[src/rtl/sp_ram_dma_pkg.sv]
// Shared types and constants for the RAM front-end and its block-copy engine.
package sp_ram_dma_pkg;

    typedef enum logic [1:0] {
        IDLE  = 2'd0,
        RUN   = 2'd1,
        DRAIN = 2'd2,
        DONE  = 2'd3
    } dma_state_e;

    typedef enum logic {
        DMA_WR = 1'b0,
        DMA_RD = 1'b1
    } dma_dir_e;

    localparam int unsigned LEN_MAX = 256;

endpackage

[src/rtl/sp_ram_dma_fifo.sv]
// Two-entry register FIFO for engine read data; the head is always a flop, never the input.
module sp_ram_dma_fifo #(
    parameter int unsigned DATA_WIDTH = 32
) (
    input  logic                  clk,
    input  logic                  rst_i,
    input  logic                  push_i,
    input  logic [DATA_WIDTH-1:0] data_i,
    input  logic                  pop_i,
    output logic [DATA_WIDTH-1:0] data_o,
    output logic                  full_o,
    output logic                  empty_o,
    output logic [1:0]            count_o
);

    logic [DATA_WIDTH-1:0] mem_q [2];
    logic [DATA_WIDTH-1:0] mem_d [2];
    logic                  wr_ptr_q, wr_ptr_d;
    logic                  rd_ptr_q, rd_ptr_d;
    logic [1:0]            cnt_q, cnt_d;
    logic                  do_push, do_pop;

    always_comb begin
        do_push  = push_i & (cnt_q != 2'd2);
        do_pop   = pop_i & (cnt_q != 2'd0);
        mem_d    = mem_q;
        if (do_push) begin
            mem_d[wr_ptr_q] = data_i;
        end
        wr_ptr_d = wr_ptr_q ^ do_push;
        rd_ptr_d = rd_ptr_q ^ do_pop;
        cnt_d    = cnt_q + {1'b0, do_push} - {1'b0, do_pop};
    end

    always_ff @(posedge clk or posedge rst_i) begin
        if (rst_i) begin
            mem_q[0] <= '0;
            mem_q[1] <= '0;
            wr_ptr_q <= 1'b0;
            rd_ptr_q <= 1'b0;
            cnt_q    <= 2'd0;
        end else begin
            mem_q    <= mem_d;
            wr_ptr_q <= wr_ptr_d;
            rd_ptr_q <= rd_ptr_d;
            cnt_q    <= cnt_d;
        end
    end

    assign data_o  = mem_q[rd_ptr_q];
    assign full_o  = (cnt_q == 2'd2);
    assign empty_o = (cnt_q == 2'd0);
    assign count_o = cnt_q;

endmodule

[src/rtl/sp_ram_dma_port.sv]
// RAM request front-end: core LSU has strict priority, the block-copy engine fills idle cycles.
module sp_ram_dma_port
    import sp_ram_dma_pkg::*;
#(
    parameter int unsigned RAM_SIZE   = 32768,
    parameter int unsigned ADDR_WIDTH = $clog2(RAM_SIZE),
    parameter int unsigned DATA_WIDTH = 32,
    parameter int unsigned LEN_WIDTH  = 9
) (
    input  logic                    clk,
    input  logic                    rst_i,
    input  logic                    core_req_i,
    input  logic [ADDR_WIDTH-1:0]   core_addr_i,
    input  logic                    core_we_i,
    input  logic [DATA_WIDTH/8-1:0] core_be_i,
    input  logic [DATA_WIDTH-1:0]   core_wdata_i,
    output logic                    core_gnt_o,
    output logic                    core_rvalid_o,
    output logic [DATA_WIDTH-1:0]   core_rdata_o,
    input  logic                    cfg_start_i,
    input  logic                    cfg_dir_i,
    input  logic [ADDR_WIDTH-1:0]   cfg_base_i,
    input  logic [LEN_WIDTH-1:0]    cfg_len_i,
    output logic                    busy_o,
    output logic                    done_o,
    input  logic                    s_valid_i,
    input  logic [DATA_WIDTH-1:0]   s_data_i,
    output logic                    s_ready_o,
    output logic                    m_valid_o,
    output logic [DATA_WIDTH-1:0]   m_data_o,
    input  logic                    m_ready_i,
    output logic                    ram_en_o,
    output logic [ADDR_WIDTH-1:0]   ram_addr_o,
    output logic [DATA_WIDTH-1:0]   ram_wdata_o,
    output logic                    ram_we_o,
    output logic [DATA_WIDTH/8-1:0] ram_be_o,
    input  logic [DATA_WIDTH-1:0]   ram_rdata_i
);

    dma_state_e            state_q, state_d;
    dma_dir_e              dir_q, dir_d;
    logic [ADDR_WIDTH-1:0] addr_q, addr_d;
    logic [LEN_WIDTH-1:0]  rem_q, rem_d;
    logic                  zero_done_q, zero_done_d;
    logic                  core_rvalid_q, core_rvalid_d;
    logic                  rd_inflight_q, rd_inflight_d;

    logic                  fifo_push, fifo_pop, fifo_full, fifo_empty;
    logic [1:0]            fifo_count;
    logic [2:0]            fifo_free;
    logic                  run_slot, eng_issue;
    logic [LEN_WIDTH-1:0]  len_eff;

    // Read data returns one cycle after issue; the owner flags decide who receives it.
    assign fifo_push = rd_inflight_q & ~fifo_full;
    assign fifo_pop  = m_ready_i & ~fifo_empty;

    sp_ram_dma_fifo #(
        .DATA_WIDTH(DATA_WIDTH)
    ) u_fifo (
        .clk    (clk),
        .rst_i  (rst_i),
        .push_i (fifo_push),
        .data_i (ram_rdata_i),
        .pop_i  (fifo_pop),
        .data_o (m_data_o),
        .full_o (fifo_full),
        .empty_o(fifo_empty),
        .count_o(fifo_count)
    );

    always_comb begin
        // A pop this cycle frees a slot in time for data returning next cycle.
        fifo_free = 3'd2 - {1'b0, fifo_count} + {2'b00, fifo_pop};
        run_slot  = (state_q == RUN) & ~core_req_i;
        if (dir_q == DMA_WR) begin
            eng_issue = run_slot & s_valid_i;
        end else begin
            eng_issue = run_slot & (fifo_free > {2'b00, rd_inflight_q});
        end
        s_ready_o = run_slot & (dir_q == DMA_WR);
    end

    always_comb begin
        ram_en_o    = 1'b0;
        ram_addr_o  = '0;
        ram_wdata_o = '0;
        ram_we_o    = 1'b0;
        ram_be_o    = '0;
        if (core_req_i) begin
            ram_en_o    = 1'b1;
            ram_addr_o  = core_addr_i;
            ram_wdata_o = core_wdata_i;
            ram_we_o    = core_we_i;
            ram_be_o    = core_be_i;
        end else if (eng_issue) begin
            ram_en_o    = 1'b1;
            ram_addr_o  = addr_q;
            ram_wdata_o = (dir_q == DMA_WR) ? s_data_i : '0;
            ram_we_o    = (dir_q == DMA_WR);
            ram_be_o    = '1;
        end
    end

    always_comb begin
        state_d       = state_q;
        dir_d         = dir_q;
        addr_d        = addr_q;
        rem_d         = rem_q;
        zero_done_d   = 1'b0;
        core_rvalid_d = core_req_i;
        rd_inflight_d = eng_issue & (dir_q == DMA_RD);
        len_eff       = (cfg_len_i > LEN_WIDTH'(LEN_MAX)) ? LEN_WIDTH'(LEN_MAX) : cfg_len_i;

        unique case (state_q)
            IDLE: begin
                if (cfg_start_i) begin
                    if (len_eff != '0) begin
                        state_d = RUN;
                        dir_d   = dma_dir_e'(cfg_dir_i);
                        addr_d  = cfg_base_i & ~ADDR_WIDTH'(3);
                        rem_d   = len_eff;
                    end else begin
                        zero_done_d = 1'b1;
                    end
                end
            end
            RUN: begin
                if (eng_issue) begin
                    addr_d = addr_q + ADDR_WIDTH'(4);
                    rem_d  = rem_q - LEN_WIDTH'(1);
                    if (rem_q == LEN_WIDTH'(1)) begin
                        state_d = (dir_q == DMA_WR) ? DONE : DRAIN;
                    end
                end
            end
            DRAIN: begin
                if (!rd_inflight_q && fifo_empty) begin
                    state_d = DONE;
                end
            end
            DONE: begin
                state_d = IDLE;
            end
            default: begin
                state_d = IDLE;
            end
        endcase
    end

    always_ff @(posedge clk or posedge rst_i) begin
        if (rst_i) begin
            state_q       <= IDLE;
            dir_q         <= DMA_WR;
            addr_q        <= '0;
            rem_q         <= '0;
            zero_done_q   <= 1'b0;
            core_rvalid_q <= 1'b0;
            rd_inflight_q <= 1'b0;
        end else begin
            state_q       <= state_d;
            dir_q         <= dir_d;
            addr_q        <= addr_d;
            rem_q         <= rem_d;
            zero_done_q   <= zero_done_d;
            core_rvalid_q <= core_rvalid_d;
            rd_inflight_q <= rd_inflight_d;
        end
    end

    assign core_gnt_o    = core_req_i;
    assign core_rvalid_o = core_rvalid_q;
    assign core_rdata_o  = core_rvalid_q ? ram_rdata_i : '0;
    assign busy_o        = (state_q != IDLE);
    assign done_o        = (state_q == DONE) | zero_done_q;
    assign m_valid_o     = ~fifo_empty;

endmodule

[config.mk]
export PLATFORM = sky130hd
export DESIGN_NAME = sp_ram_dma_port
export DESIGN_NICKNAME = d
export VERILOG_FILES = /design/src/rtl/sp_ram_dma_pkg.sv /design/src/rtl/sp_ram_dma_fifo.sv /design/src/rtl/sp_ram_dma_port.sv
export SDC_FILE = /design/constraint.sdc
export NUM_CORES = 1
export LEC_CHECK = 0
export BUFFER_PORTS_ARGS = -buffer_cell sky130_fd_sc_hd__buf_2
export CORE_AREA = 3 3 109 138
export DETAILED_ROUTE_END_ITERATION = 10
export DIE_AREA = 0 0 112 141
export PLACE_DENSITY = 0.7
export SETUP_SLACK_MARGIN = 0.3
export SLEW_MARGIN = 20
export SYNTH_ARGS = -nofsm -noshare
export SYNTH_HDL_FRONTEND = slang
export SYNTH_SLANG_ARGS = --single-unit
[constraint.sdc]
create_clock -name clk -period 4.5 [get_ports clk]
set_input_delay 0.9 -clock clk [delete_from_list [all_inputs] [get_ports clk]]
set_output_delay 0.9 -clock clk [all_outputs]
set_load 0.03 [all_outputs]
==> results.ini, run 1 <==
[outcome]
outcome = complete, no violations

[route]
route.antenna.remaining_nets = 0
vias_per_cell = 5.28
highest_layer = met5
wl_met2_mm = 7.79
wire_per_inst_um = 17.0
via_count = 4928
wl_mm = 15.9
dr.pass1.iters = 4
drcViolationCount = 0
first_iter_violations = 191
drt-met1-wl_mm = 6.67
wl_met3_mm = 1.31

[clock_network]
cts_tree = yes
cts-root-buf = clkbuf_16
clk_pin_slew_ns = 0.08
hold_buffers = 0
h-tree-depth = 3
clock-sinks = 96
post_cts.repair.setup_buffers = 0
clock_latency_ns = 0.34
cts_buffer_depth = 2
cts_made_buffers = 9
cts_resized = 0

[timing]
slew_headroom_pct = 49.4
setup_tns_ns = 0
final-setup-viol-count = 0
holdWs_ns = 0.490
hold_viol = 0
drv_slew = 0
finClkSkew_ns = 0.00955
rsz0062_at_grt = no
worst_pin_slew_ns = 0.759
finalCriticalPeriod_ns = 3.82
max_freq_mhz = 262
final.period_utilization_pct = 84.9

[power]
seqPwrFrac_pct = 32.7
swShare_pct = 44.3
power.share.clock_pct = 15.9
leakage_nw = 3.85
combPwrFrac_pct = 51.5
internal-power_mw = 2.69
p_total_mw = 4.83
peakVddDrop_uv = 317
power_density_nw_per_um2 = 664
switching_power_mw = 2.14

[grt]
grt_pass1_wl_mm = 25.6
grt_pass1_vias = 5051
antenna_found_initial = 3
grt.overflow.total = 0
grt_max_degree = 82
grt_use_total_pct = 19.7

[worst_setup_path]
crit_top_cell = ha_1
crit_path_top_delay_cell = dfrtp_1
path_cells = or2_1 -> nand2_1 -> inv_1 -> ha_1 -> ha_1 -> nor2b_1 -> o211a_1 -> nor3_2 -> buf_4 -> a22o_1 -> buf_2
worstPathRequired_ns = 3.60
cp_top_family = simple AND/OR/NAND/NOR gates
arrival_ns = 2.92
crit_fanout = 19
slowest_delay_ns = 0.42
critPathLaunchType = flop
cp_num_buf_inv = 3
critical_path_class = flop to output pin
endpoint_kind = output pin

[logic_synthesis]
ys.flop_type = dfrtp_1
yosysSeqAreaShare_pct = 43.6
ys_async_sr_fraction_pct = 100
ys_types = 57
synth.area.top_cells = dfrtp_1, mux2_2, a22o_1
synth_fp_nets = 664
synth-edff-count = 0
ys_ff_latch = 96
synth_top_cell_area_share_pct = 43.6
synthCells = 503
syn_area_um2 = 5510
yosys_warnings = 0
synth.avg_cell_area_um2 = 11.0
yosysTopAreaCell = dfrtp_1

[floorplan]
row_count = 48
dieArea_um2 = 15800
core-area_um2 = 13800
ios = 270
die_h_um = 141
die_x_um = 112
start_util_pct = 40.1

[cells_and_area]
fill_cells = 1236
fin_cells = 933
regArea_um2 = 2400
nets = 913
stdcell_area_um2 = 7280
multi_input_area_um2 = 2880
drive_gt1_share_pct = 51.3
area_growth_pct = 32.1

[placement]
dpl_cell_area_um2 = 6970
gp_congestion = 0.829
numPortBuffers = 267
place_inst = 916
dpl.hpwl_mm = 12.1

[flow_run]
drv_cap = 0

[min_path]
min_path_type = flop to flop

## layout by cell type (no fill, tap or decap), drive strengths merged, types with 3 or more instances in the layout
cell / count
buf: 276
mux2: 98
dfrtp: 96
a22o: 47
and2: 36
a21oi: 25
nand2: 20
inv: 20
o21ai: 19
ha: 14
nor2: 12
nand3: 11
clkbuf: 9
o22ai: 6
a21o: 6
nor4: 6
nor3: 5
o2bb2ai: 4
or2: 4
nand2b: 3
a22oi: 3
nand4: 3
mux2i: 3
xnor2: 3
clkinv: 3
## cell families after synthesis
group / synth area share [%]
AND/OR/NAND/NOR: 11.6
XOR/XNOR: 0.477
multiplexers: 20.6
adder cells (fa/ha/maj): 3.18
flip-flops: 43.6
AO/OA/AOI/OAI: 16.5
buffers and inverters: 4.11
## stage by stage
| stage | util (%) | setup WS, ns |
|---|---|---|
| floorplan | - | 0.701 |
| global placement | 50.7 | 0.766 |
| detailed placement | 50.7 | 0.725 |
| CTS | 52.9 | 0.633 |
| global route | 52.9 | 0.462 |
| finish | 52.9 | 0.679 |
## power by group through the flow
stage	Combinational, mW	Sequential [mW]	Clock [mW]
3_3_place_gp	2.44	1.56	0
6_report	2.49	1.58	0.768
4_1_cts	2.52	1.58	0.791
2_1_floorplan	1.95	1.49	0
5_1_grt	2.71	1.64	0.828
3_5_place_dp	2.51	1.59	0
## flip-flops by register name, summed over array words and instances, names as in the netlist
signal / flops
addr_q: 13
core_rvalid_o: 1
dir_q: 1
rd_inflight_q: 1
rem_q: 9
state_q: 2
u_fifo.count_o: 2
u_fifo.mem_q: 64
u_fifo.rd_ptr_q: 1
u_fifo.wr_ptr_q: 1
zero_done_q: 1
## Yosys cell counts, types with 4 or more instances
cell       count
nand2_1       20
mux2_1        15
buf_2         10
o21ai_1       10
mux2_2        83
a21oi_1       24
buf_1          7
clkbuf_1      19
o22ai_1        6
nand3_1       11
nor3_1         4
o2bb2ai_1      4
a22o_1        47
nor2_1        11
o21ai_0        9
inv_1         15
ha_1          14
a21o_1         6
and2_1        36
dfrtp_1       96
## routing by layer
layer / track usage (%) / vias to the layer above
met3: 5.88 / 11
met1: 25.7 / 2408
li1: - / 2330
met4: 3.54 / 4
met2: 32.9 / 175
met5: 0 / -
## area by class of cell
class,count,share of cell area (%)
timing repair buffer,276,19.3
antenna,1,0.0344
multi-input combinational,353,39.6
sequential,96,33.0
inverter,16,0.894
clock inverter,7,1.12
clock buffer,9,3.09
tap,175,3.01
## worst paths after layout
path / slack [ns] / from / endpoint / cells after the start
max: 0.68 / u_fifo.count_o[1]$_DFF_PP0_ / ram_addr_o[13] / 11
min: 0.49 / u_fifo.mem_q[5]$_DFFE_PP0P_ / u_fifo.mem_q[5]$_DFFE_PP0P_ / 1
max reg2reg: 1.73 / u_fifo.count_o[1]$_DFF_PP0_ / rem_q[2]$_DFFE_PP0P_ / 11
min reg2reg: 0.49 / u_fifo.mem_q[5]$_DFFE_PP0P_ / u_fifo.mem_q[5]$_DFFE_PP0P_ / 1
max in group asynchronous: 3.07 / rst_i / u_fifo.mem_q[31]$_DFFE_PP0P_ / 3
min in group asynchronous: 0.68 / rst_i / u_fifo.mem_q[57]$_DFFE_PP0P_ / 2
Note: power is estimated with default switching activity, not from simulation.
==> inputs of run 2 (changes only) <==
- ABC_AREA: default -> 1
- CORE_AREA: 3 3 109 138 -> 3 3 113 142
- DIE_AREA: 0 0 112 141 -> 0 0 116 145
- PLACE_DENSITY: 0.7 -> 0.69
- clock period: 4.5 -> 3.7 ns (I/O delays scaled with it)
==> results.ini, run 2 <==
[outcome]
outcome = complete, no violations

[floorplan]
row_count = 50
ios = 270
start_util_pct = 39.7
die_h_um = 145
die_x_um = 116
core-area_um2 = 14900
dieArea_um2 = 16800

[timing]
hold_viol = 0
rsz0062_at_grt = yes
slew_headroom_pct = 34.3
drv_slew = 0
final-setup-viol-count = 0
finClkSkew_ns = 0.00719
final.period_utilization_pct = 88.4
holdWs_ns = 0.488
finalCriticalPeriod_ns = 3.27
setup_tns_ns = 0
max_freq_mhz = 306
worst_pin_slew_ns = 0.986

[cells_and_area]
largest_register_ff_count = 64
area_growth_pct = 33.1
num_antenna_cells = 0
mostFrequentLayoutCells = nand2_1, buf_2, inv_1
layout_commonest_cell = nand2_1
fill_cells = 1473
reg_top3 = u_fifo.mem_q (64), addr_q (13), rem_q (9)
stdcell_area_um2 = 7880
drive_gt1_share_pct = 31.6
nets = 1247
top_register = u_fifo.mem_q

[placement]
gp_congestion = 0.901
dpl.hpwl_mm = 12.8
dpl_cell_area_um2 = 7370
numPortBuffers = 267

[power]
leakage_nw = 4.53
peakVddDrop_uv = 273
power_density_nw_per_um2 = 776

[clock_network]
cts_made_buffers = 9
cts-root-buf = clkbuf_16
cts_tree = yes
h-tree-depth = 3
cts_buffer_depth = 2
clk_pin_slew_ns = 0.07
clock-sinks = 96
hold_buffers = 0
clock_latency_ns = 0.33

[route]
wire_per_inst_um = 13.9
via_count = 6160
route.antenna.remaining_nets = 0
dr.pass1.iters = 7
wl_mm = 17.7
first_iter_violations = 322
drcViolationCount = 0
vias_per_cell = 4.84

[min_path]
min_path_type = flop to flop

[logic_synthesis]
ys_ff_latch = 96
syn_area_um2 = 5920
synth_top_cell_area_share_pct = 40.6
synthTopCellsByCount = nand2_1, o21ai_0, inv_1, dfrtp_1
ys_async_sr_fraction_pct = 100
synth_fp_nets = 997
yosys_warnings = 0
ys_types = 33
yosysMostFrequentCell = nand2_1
yosysTopAreaCell = dfrtp_1
synth-edff-count = 0
ys.flop_type = dfrtp_1
synth.avg_cell_area_um2 = 7.08
synth.area.top_cells = dfrtp_1, nand2_1, o21ai_0
yosysSeqAreaShare_pct = 40.6
synthCells = 836

[grt]
grt_pass1_wl_mm = 28.0
grt_use_total_pct = 20.3
antenna_found_initial = 0
grt_pass1_vias = 5892
grt.overflow.total = 0
grt_max_degree = 66

[worst_setup_path]
crit_fanout = 12
arrival_ns = 2.53
worstPathRequired_ns = 2.96
critPathLaunchType = flop
endpoint_kind = output pin
critical_path_class = flop to output pin

[flow_run]
drv_cap = 0

[run 2: cell count changes in the layout (fill, tap and decap cells not counted), sizes merged, moves of 17 or more]
cell   delta
a21oi    -19
a22o     -47
and2     -35
inv      +89
mux2     -66
nand2   +305
nand3    +17
nor2     +18
o21ai   +112
[run 2: final timing paths]
| kind | from | endpoint | slack (ns) | cells after the start |
|---|---|---|---|---|
| worst max-delay path | u_fifo.count_o[0]$_DFF_PP0_ | ram_wdata_o[13] | 0.43 | 12 |
| worst min-delay path | u_fifo.mem_q[9]$_DFFE_PP0P_ | u_fifo.mem_q[9]$_DFFE_PP0P_ | 0.49 | 1 |
| worst max register to register | u_fifo.count_o[0]$_DFF_PP0_ | addr_q[8]$_DFFE_PP0P_ | 0.98 | 15 |
| worst min register to register | u_fifo.mem_q[9]$_DFFE_PP0P_ | u_fifo.mem_q[9]$_DFFE_PP0P_ | 0.49 | 1 |
| max in group asynchronous | rst_i | u_fifo.mem_q[57]$_DFFE_PP0P_ | 2.39 | 3 |
| min in group asynchronous | rst_i | u_fifo.mem_q[3]$_DFFE_PP0P_ | 0.51 | 2 |
[run 2: stage by stage]
stage / power (mW) / instances / worst slack [ns] / utilization [%]
finish: 6.11 / 1272 / 0.428 / 52.9
global route: 6.66 / 1272 / 0.287 / 52.9
CTS: 6.06 / 1266 / 0.273 / 51.9
detailed placement: 5.13 / 1250 / 0.445 / 49.5
global placement: 5.05 / 1250 / 0.471 / 49.5
floorplan: 4.22 / 836 / 0.296 / -
[run 2: per-layer routing]
metal	global-route usage (%)	routed length [um]	part of all wire, %	vias up
li1	-	-	-	3115
met4	4.82	213	1.2	0
met5	0	0	0	-
met3	3.88	1220	6.9	14
met1	24.8	7020	40	2789
met2	36.3	9210	52	242
[run 2: cell type report]
cell class | instances | area [um^2] | share of cell area, %
flip-flops and latches | 96 | 2400 | 30.5
repair buffers | 284 | 1610 | 20.5
inverters | 106 | 400 | 5.08
clock inverters | 6 | 51.3 | 0.651
multi-input cells | 589 | 2950 | 37.5
clock buffers | 9 | 225 | 2.86
well taps | 182 | 228 | 2.89
[run 2: cell families after synthesis]
family,share of synthesized area (%)
AOI/OAI and AO/OA,12.8
xor gates and xnor gates,0.888
adders and majority gates,2.96
buffers and inverters,10.2
DFF,40.6
muxes,6.09
and+or+nand+nor,26.4
[run 2: critical path: stages (launching register included)]
cell,delay (ns)
dfrtp_1,0.41
or2_4,0.27
nand2_4,0.08
inv_1,0.05
ha_1,0.29
ha_1,0.28
nand2_1,0.06
nand2_1,0.05
nand2_2,0.08
nand2_4,0.10
clkbuf_16,0.20
o21ai_1,0.14
buf_4,0.18
[run 2: timing repair]
item,4_1_cts,5_1_grt
pin swaps,0,1
setup endpoints to repair,42,51
endpoints found under the hold margin,0,0
setup buffers,1,2
resized for setup,37,43
gates cloned,0,4
[run 2: power breakdown]
group          switching [mW]  internal [mW]
sequential              0.382           1.53
combinational            2.21           1.11
clock                   0.412          0.464
==> inputs of run 3 (changes only) <==
- CELL_PAD_IN_SITES_DETAIL_PLACEMENT: default -> 1
- CELL_PAD_IN_SITES_GLOBAL_PLACEMENT: default -> 2
- CORE_AREA: 3 3 113 142 -> 2 2 141 178
- DIE_AREA: 0 0 116 145 -> 0 0 143 180
- PLACE_DENSITY: 0.69 -> default
- PLACE_DENSITY_LB_ADDON: default -> 0.1
==> results.ini, run 3 (synthesized netlist as in run 2, its figures left out) <==
[cells_and_area]
nets = 1254
reg_top3 = u_fifo.mem_q (64), addr_q (13), rem_q (9)
area_growth_pct = 38.9
regArea_um2 = 2400
mostFrequentLayoutCells = nand2_1, buf_2, inv_1
layout_commonest_cell = nand2_1
fill_cells = 3050
drive_gt1_share_pct = 33.2
multi_input_area_um2 = 3020
fin_cells = 1428
num_antenna_cells = 0
largest_register_ff_count = 64
top_register = u_fifo.mem_q

[worst_setup_path]
cp_top_family = simple AND/OR/NAND/NOR gates
critical_path_class = flop to output pin
crit_path_top_delay_cell = dfrtp_1
endpoint_kind = output pin
slowest_delay_ns = 0.40
reg2reg_depth = 17
cp.depth = 12
path_cells = or2_4 -> nand2_4 -> inv_1 -> ha_1 -> ha_1 -> nand2_1 -> nand2_2 -> nand2_4 -> nand2_8 -> clkbuf_16 -> o21ai_1 -> buf_4
crit_fanout = 6
critPathLaunchType = flop
worstPathRequired_ns = 2.96
arrival_ns = 2.50
cp_num_buf_inv = 3

[grt]
grt_max_degree = 55
grt_pass1_wl_mm = 33.6
antenna_found_initial = 1
grt_use_total_pct = 16.4
grt_pass1_vias = 6561
grt.overflow.total = 0

[route]
vias_per_cell = 4.42
route.antenna.remaining_nets = 0
dr.pass1.iters = 4
wl_mm = 21.1
first_iter_violations = 231
wire_per_inst_um = 14.8
drcViolationCount = 0
via_count = 6307

[floorplan]
dieArea_um2 = 25700
row_count = 64
core-area_um2 = 24100
start_util_pct = 24.5
die_h_um = 180
ios = 270
die_x_um = 143

[power]
power_density_nw_per_um2 = 767
peakVddDrop_uv = 227
leakage_nw = 4.62
combPwrFrac_pct = 55.3
switching_power_mw = 3.13
p_total_mw = 6.30
internal-power_mw = 3.17
power.share.clock_pct = 14.5
swShare_pct = 49.7
seqPwrFrac_pct = 30.2

[placement]
place_inst = 1401
numPortBuffers = 267
dpl.hpwl_mm = 15.6
gp_congestion = 0.754
place_ws_ns = 0.283

[timing]
slew_headroom_pct = 50.5
final.period_utilization_pct = 87.6
finClkSkew_ns = 0.0110
setup_ws_ns = 0.457
max_freq_mhz = 308
worst_pin_slew_ns = 0.738
rsz0062_at_grt = no
drv_slew = 0
finalCriticalPeriod_ns = 3.24
setup_tns_ns = 0
hold_viol = 0
final-setup-viol-count = 0

[outcome]
outcome = complete, no violations

[clock_network]
cts_buffer_depth = 2
clk_pin_slew_ns = 0.07
cts_tree = yes
cts-root-buf = clkbuf_16
clock_latency_ns = 0.36
cts_made_buffers = 9
clock-sinks = 96
h-tree-depth = 3
hold_buffers = 0

[flow_run]
drv_cap = 0

[min_path]
min_path_type = flop to flop
holdPathStages = 1

[run 3: cell count changes in the layout (fill, tap and decap cells not counted), moves of 2 or more]
cell and delta:
clkinv_4 +2, o21ai_0 -3, o21ai_2 +12, o21ai_1 -9, buf_4 +2, inv_6 -4
buf_12 +2, clkinv_2 +2
[run 3: area by class of cell]
class | instances | area share [%]
Sequential cell | 96 | 29.2
Tap cell | 330 | 5.02
Multi-Input combinational cell | 590 | 36.7
Timing Repair Buffer | 290 | 20.7
Clock buffer | 10 | 2.91
Clock inverter | 6 | 0.533
Inverter | 106 | 4.87
[run 3: worst reg2reg max path: stages, from the launching register on]
cell and delay (ns):
dfrtp_1 0.40, or2_4 0.26, nand2_4 0.07, inv_1 0.04, ha_1 0.28, ha_1 0.27, nand2_1 0.07, nand2_2 0.06
nand2_4 0.10, nand2_4 0.09, buf_4 0.15, buf_4 0.12, nand2_2 0.08, nand3_4 0.09, inv_2 0.06, nand2_2 0.29
nand2_1 0.16, nand2_1 0.06
[run 3: final timing paths]
check	start	to	slack, ns
setup / recovery	u_fifo.count_o[0]$_DFF_PP0_	ram_wdata_o[16]	0.46
hold / removal	u_fifo.mem_q[12]$_DFFE_PP0P_	u_fifo.mem_q[12]$_DFFE_PP0P_	0.49
setup reg to reg	u_fifo.count_o[0]$_DFF_PP0_	rem_q[1]$_DFFE_PP0P_	0.93
hold reg to reg	u_fifo.mem_q[12]$_DFFE_PP0P_	u_fifo.mem_q[12]$_DFFE_PP0P_	0.49
max in group asynchronous	rst_i	u_fifo.mem_q[34]$_DFFE_PP0P_	2.52
min in group asynchronous	rst_i	u_fifo.mem_q[44]$_DFFE_PP0P_	0.50
[run 3: per-layer routing]
| metal | global-route usage [%] | vias to the layer above | share of wire [%] |
|---|---|---|---|
| li1 | - | 3128 | - |
| met1 | 19.3 | 2983 | 43 |
| met2 | 29.6 | 183 | 51 |
| met3 | 3.65 | 13 | 5.6 |
| met4 | 4.40 | 0 | 1.1 |
| met5 | 0 | - | 0 |
[run 3: power groups by stage]
stage	clock network (mW)	registers [mW]	logic (mW)
after floorplan	0	1.76	2.46
after global placement	0	1.92	3.30
after detailed placement	0	1.94	3.33
after CTS	0.960	1.91	3.42
after global routing	0.996	1.99	3.92
final	0.915	1.90	3.48
[run 3: per-stage QoR]
step	cell area (um^2)	hold WS [ns]	util, %
2_1_floorplan	5920	0.458	-
3_3_place_gp	7570	0.467	31.4
3_5_place_dp	7570	0.477	31.4
4_1_cts	7980	0.493	33.1
5_1_grt	8220	0.516	34.1
6_report	8220	0.488	34.1
[run 3: what timing repair did]
item / in CTS / in global routing
pin swaps: 1 / 3
gates cloned: 0 / 6
endpoints found under the setup margin: 46 / 50
setup buffers: 2 / 3
gates resized for setup: 47 / 58
